`src/rtl/multi_key_decoder.sv`:
```
// multi_key_decoder: tracks NUM_KEYS PS/2 keys.
// Each key has a held level, press and release strobes, and a frame-paced auto-repeat strobe.
// Every output is registered. A make or breakk in cycle N is visible in cycle N+1.
module multi_key_decoder #(
  parameter int                    NUM_KEYS     = 4,
  parameter logic [9*NUM_KEYS-1:0] KEY_VALUES   = {9'h072, 9'h075, 9'h074, 9'h06B},
  parameter int                    REPEAT_DELAY = 30,
  parameter int                    REPEAT_RATE  = 6,
  parameter int                    CNT_W        = 8
) (
  input  logic                clk,
  input  logic                resetN,
  input  logic [8:0]          key_code,
  input  logic                make,
  input  logic                breakk,
  input  logic                startOfFrame,
  output logic [NUM_KEYS-1:0] keyIsPressed,
  output logic [NUM_KEYS-1:0] keyPressPulse,
  output logic [NUM_KEYS-1:0] keyReleasePulse,
  output logic [NUM_KEYS-1:0] keyRepeatPulse,
  output logic                anyKeyPressed,
  output logic [3:0]          lastKeyIdx
);

  localparam logic [CNT_W-1:0] LP_DELAY  = CNT_W'(REPEAT_DELAY);
  localparam logic [CNT_W-1:0] LP_RATE   = CNT_W'(REPEAT_RATE);
  localparam bit               LP_REP_EN = (REPEAT_DELAY != 0);

  typedef enum logic [1:0] {S_IDLE, S_DELAY, S_REPEAT} state_t;

  logic [NUM_KEYS-1:0] r_held;
  logic [NUM_KEYS-1:0] r_press;
  logic [NUM_KEYS-1:0] r_release;
  logic [NUM_KEYS-1:0] r_rep;
  logic                r_any;
  logic [3:0]          r_last;
  state_t              r_state [NUM_KEYS];
  logic [CNT_W-1:0]    r_cnt   [NUM_KEYS];

  logic [NUM_KEYS-1:0] w_hit;
  logic [NUM_KEYS-1:0] w_press;
  logic [NUM_KEYS-1:0] w_release;
  logic [NUM_KEYS-1:0] w_held_nxt;
  logic [3:0]          w_last_nxt;
  logic [CNT_W-1:0]    w_cnt_inc [NUM_KEYS];

  // Match the code against every slot.
  // When make and breakk arrive together, the cycle counts as a break only.
  always_comb begin
    w_hit = '0;
    for (int i = 0; i < NUM_KEYS; i++) begin
      w_hit[i] = (make | breakk) && (key_code == KEY_VALUES[9*i +: 9]);
    end
    w_press    = w_hit & {NUM_KEYS{make & ~breakk}} & ~r_held;
    w_release  = w_hit & {NUM_KEYS{breakk}} & r_held;
    w_held_nxt = (r_held | w_press) & ~w_release;
  end

  // Choose the lowest newly pressed index. Otherwise hold the previous index.
  always_comb begin
    w_last_nxt = r_last;
    for (int i = NUM_KEYS - 1; i >= 0; i--) begin
      if (w_press[i]) w_last_nxt = 4'(i);
    end
  end

  // Next value of each frame counter.
  // Compare-and-clear keeps the counter below its target, so the increment cannot wrap.
  always_comb begin
    for (int i = 0; i < NUM_KEYS; i++) begin
      w_cnt_inc[i] = r_cnt[i] + CNT_W'(1);
    end
  end

  // Register the held levels, the edge strobes, the any-key flag and the last index.
  always_ff @(posedge clk or negedge resetN) begin
    if (!resetN) begin
      r_held    <= '0;
      r_press   <= '0;
      r_release <= '0;
      r_any     <= 1'b0;
      r_last    <= 4'd0;
    end else begin
      r_held    <= w_held_nxt;
      r_press   <= w_press;
      r_release <= w_release;
      r_any     <= |w_held_nxt;
      r_last    <= w_last_nxt;
    end
  end

  // Per-key repeat FSM.
  // A press or release overrides a startOfFrame in the same cycle.
  always_ff @(posedge clk or negedge resetN) begin
    if (!resetN) begin
      r_rep <= '0;
      for (int i = 0; i < NUM_KEYS; i++) begin
        r_state[i] <= S_IDLE;
        r_cnt[i]   <= '0;
      end
    end else begin
      for (int i = 0; i < NUM_KEYS; i++) begin
        r_rep[i] <= 1'b0;
        if (w_release[i]) begin
          r_state[i] <= S_IDLE;
          r_cnt[i]   <= '0;
        end else if (w_press[i]) begin
          r_cnt[i]   <= '0;
          r_state[i] <= LP_REP_EN ? S_DELAY : S_IDLE;
        end else if (startOfFrame) begin
          case (r_state[i])
            S_DELAY: begin
              if (w_cnt_inc[i] == LP_DELAY) begin
                r_rep[i]   <= 1'b1;
                r_cnt[i]   <= '0;
                r_state[i] <= S_REPEAT;
              end else begin
                r_cnt[i] <= w_cnt_inc[i];
              end
            end
            S_REPEAT: begin
              if (w_cnt_inc[i] == LP_RATE) begin
                r_rep[i] <= 1'b1;
                r_cnt[i] <= '0;
              end else begin
                r_cnt[i] <= w_cnt_inc[i];
              end
            end
            default: begin
              r_state[i] <= S_IDLE;
              r_cnt[i]   <= '0;
            end
          endcase
        end
      end
    end
  end

  assign keyIsPressed    = r_held;
  assign keyPressPulse   = r_press;
  assign keyReleasePulse = r_release;
  assign keyRepeatPulse  = r_rep;
  assign anyKeyPressed   = r_any;
  assign lastKeyIdx      = r_last;

endmodule

```
`config.mk`:
```
export PLATFORM = sky130hd
export DESIGN_NAME = multi_key_decoder
export DESIGN_NICKNAME = d
export VERILOG_FILES = /design/src/rtl/multi_key_decoder.sv
export SDC_FILE = /design/constraint.sdc
export NUM_CORES = 1
export LEC_CHECK = 0
export BUFFER_PORTS_ARGS = -buffer_cell sky130_fd_sc_hd__buf_2
export CAP_MARGIN = 10
export CORE_UTILIZATION = 54
export CTS_CLUSTER_DIAMETER = 60
export DETAILED_ROUTE_END_ITERATION = 6
export GPL_ROUTABILITY_DRIVEN = 0
export GPL_TIMING_DRIVEN = 0
export HOLD_SLACK_MARGIN = 0.03
export MAX_ROUTING_LAYER = met4
export PLACE_DENSITY = 0.83
export REMOVE_ABC_BUFFERS = 1
export SYNTH_ARGS = -nofsm -noshare
export SYNTH_HDL_FRONTEND = slang
export SYNTH_SLANG_ARGS = --single-unit
```
`constraint.sdc`:
```
create_clock -name clk -period 2.33 [get_ports clk]
set_input_delay 0 -clock clk [delete_from_list [all_inputs] [get_ports clk]]
set_output_delay 0 -clock clk [all_outputs]
set_load 0.01 [all_outputs]
```
==> flow_metrics.py <==
metrics = {
    "run_status": {
        "status": "completed",
    },
    "global_route": {
        "grt_max_degree": 32,
        "grtUsageTotal_pct": 26.4,
        "antenna_found_initial": 0,
        "grt_pass1_wl_mm": 14.4,
        "grt_pass1_vias": 3141,
        "grt_overflow_total": 0,
    },
    "finish": {
        "drive_above_1_share_pct": 18.9,
        "fin_util_pct": 67.0,
        "num_antenna_cells": 0,
        "area_delta_synth_final_pct": 17.1,
        "fin_cells": 552,
        "fin_area_sq_mm": 0.00438,
        "nets": 501,
    },
    "clocking": {
        "cts_sinks": 59,
        "cts_buffers": 9,
        "clockBufferDepth": 2,
        "htreeDepth": 3,
        "clkTransAtPathRegs_ns": 0.07,
        "root_buffer": "clkbuf_8",
        "cts_tree": "yes",
        "clock_latency_ns": 0.35,
    },
    "critical_path": {
        "cp_top_family": "compound AO/OA/AOI/OAI gates",
        "critPathBufInv": 3,
        "reg2reg_from": "r_cnt[1]",
        "worstPathRequired_ns": 2.55,
        "crit_chain": "buf_6, inv_2, ha_4, inv_1, a2111o_1, or3_4, o21a_4, o211ai_4, o211ai_1",
        "worstSetupEndpointType": "flop",
        "critPathMaxStageDelay_ns": 0.42,
        "cp_max_fo": 5,
        "worstPathArrival_ns": 2.50,
        "path_class": "reg2reg",
        "crit_cells": 9,
        "timing.rr.end": "r_cnt[2]",
        "crit_path_top_delay_cell": "dfrtp_1",
        "start_kind": "flop",
        "worst_r2r_path_depth": 9,
        "r2r_setup_slack_ns": 0.05,
    },
    "die": {
        "die_width_um": 85.2,
        "initial_core_util_pct": 57.2,
        "dieArea_sq_mm": 0.00726,
        "ios": 35,
        "die_h_um": 85.2,
        "rows": 29,
        "coreArea_sq_mm": 0.00653,
    },
    "timing": {
        "skew_ns": 0.00764,
        "fin_ws_ns": 0.0501,
        "hold_ws_ns": 0.115,
        "hold_viol": 0,
        "min_period_ns": 2.28,
        "fmax_mhz": 439,
        "rsz0062_at_grt": "yes",
        "post-route-period-util_pct": 97.8,
        "tightestPinTransition_ns": 0.701,
        "drv_slew": 0,
        "max-slew-margin-rel_pct": 53.3,
        "setup_viol": 0,
    },
    "yosys": {
        "yosys_register_bits": 59,
        "synthArstFlopShare_pct": 100,
        "yosysWarnings": 0,
        "yosys.area_share.simple_pct": 27.3,
        "synth_xor_area_share_pct": 1.87,
        "synth_mux_area_share_pct": 1.10,
        "synth_ff_type": "dfrtp_1",
        "synthCells": 428,
        "yosysUniqueCellTypes": 65,
        "yosysSeqAreaShare_pct": 39.5,
        "netlist_area_sq_mm": 0.00374,
        "syn_avg_cell_area_sq_um": 8.73,
        "synth-adder-area-share_pct": 5.36,
        "synth_compound_area_share_pct": 20.8,
        "synth_top_family_by_area": "simple AND/OR/NAND/NOR gates",
        "synth-edff-count": 0,
    },
    "detailed_routing": {
        "vias": 3431,
        "drcViolationCount": 0,
        "post_drt_wl_per_cell_um": 16.1,
        "drt_iter0_drc": 213,
        "wirelength_mm": 8.87,
        "drtPass1Iterations": 5,
        "ant_nets": 0,
        "vias_per_cell": 6.22,
    },
    "place": {
        "io_buffers": 32,
        "dp_slack_ns": -0.162,
        "placed_cell_area_sq_mm": 0.00396,
        "dp_hpwl_mm": 5.90,
        "post-place-cells": 526,
    },
    "hold_path": {
        "hold_start": "key_code[0]",
        "holdCritPathClass": "in2reg",
        "holdPathEnd": "keyIsPressed[2]",
        "hold_path_depth": 3,
    },
    "power": {
        "pwr_density_cell_mw_per_mm2": 498,
        "vdd_drop_max_v": 0.000420,
        "leakage_nw": 1.93,
    },
    "flow_run": {
        "cap_violations": 0,
    },
}
-- cell usage in the layout, fill, tap and decap left out, types with 6 or more instances in the layout --
master and instances:
dfrtp_1 58, nand2_1 45, nor2_1 32, buf_2 32, o21ai_0 28, a21oi_1 25
inv_1 22, nand3_1 19, ha_1 12, nand2b_1 11, and3_1 11, clkbuf_8 10
nor3_1 9, nor3b_1 8, a21o_1 8, and2_1 7, or3_1 7, o21ai_1 7
nor2b_1 6, buf_4 6
-- stage by stage --
stage          setup TNS [ns]  total power [mW]
6_report                    0              2.18
3_5_place_dp            -1.10              1.16
3_3_place_gp           -0.418              1.15
2_1_floorplan               0              1.10
5_1_grt                -0.168              2.26
4_1_cts                     0              2.20
-- worst max-delay path by stage --
stage / start / end / slack [ns]
2_1_floorplan: r_cnt[0] / r_cnt[2] / 0.09
3_3_place_gp: r_cnt[24] / r_cnt[30] / -0.09
3_5_place_dp: r_cnt[24] / r_cnt[30] / -0.16
4_1_cts: r_cnt[0] / r_cnt[2] / 0.01
5_1_grt: r_cnt[16] / r_cnt[18] / -0.05
6_report: r_cnt[1] / r_cnt[2] / 0.05
-- layout make-up --
class | count | area, sq um
multi-input combinational | 334 | 2220
fill | 520 | 2150
sequential | 59 | 1480
timing repair buffer | 44 | 277
clock buffer | 11 | 141
tap | 77 | 96.3
inverter | 23 | 86.3
clock inverter | 4 | 75.1
-- worst min-delay path: cells and delay by family --
kind,cells,cell delay (ns)
AOI/OAI and AO/OA,1,0.10
and+or+nand+nor,1,0.20
buffers and inverters,1,0.11
-- registers in the layout, indices dropped and copies added (netlist names) --
register         cells
lastKeyIdx           2
r_state              8
r_cnt               32
keyRepeatPulse       4
keyReleasePulse      4
keyPressPulse        4
keyIsPressed         4
anyKeyPressed        1
-- power breakdown --
group,internal [mW],switching [mW]
clock,0.625,0.406
sequential,1.03,0.00513
combinational,0.0378,0.0753
total,1.69,0.487
-- synthesized netlist by cell type, drive strengths merged, types with 3 or more instances --
library cell	n	share of area [%]
or2	4	0.67
nor3	10	1.3
nand3b	5	1.0
o221ai	4	0.94
a31o	3	0.70
buf	6	0.97
clkbuf	7	0.70
o21ai	37	5.0
a22oi	3	0.60
xnor2	4	0.94
a211oi	3	0.60
nor3b	9	1.9
o21a	3	0.80
ha	16	5.4
nand4	5	0.84
o22ai	5	0.84
and2	8	1.3
or3	8	1.5
nand3	19	2.5
o31ai	3	0.60
nor4	3	0.84
nor2	32	3.2
a21oi	25	3.3
nand2b	12	2.0
inv	23	2.3
nand2	45	4.5
dfrtp	59	40
and3	11	1.8
mux2i	3	0.80
xor2	4	0.94
nor2b	6	1.0
a21o	8	1.6
o211ai	4	1.3
nor4b	4	1.3
-- repair_timing --
item,in CTS,in global routing
setup endpoints to repair,14,21
gates resized for setup,8,13
setup buffers,5,2
pin swaps,6,8
hold buffers,4,0
endpoints found under the hold margin,34,0
cloned,0,0
-- cells by family (layout without fill, tap and decap cells) --
kind of cell,after synthesis,count (layout)
AO/OA/AOI/OAI,117,117
XOR/XNOR,8,8
adder cells (fa/ha/maj),16,16
buffers and inverters,36,82
flip-flops,59,59
multiplexers,4,4
other,1,2
AND/OR/NAND/NOR,187,187
-- routing by layer --
layer	track usage, %	wire, um
met1	32.5	3930
met2	41.9	4380
met3	7.10	396
met4	9.55	168
met5	-	0
(Power assumes the default switching activity.)
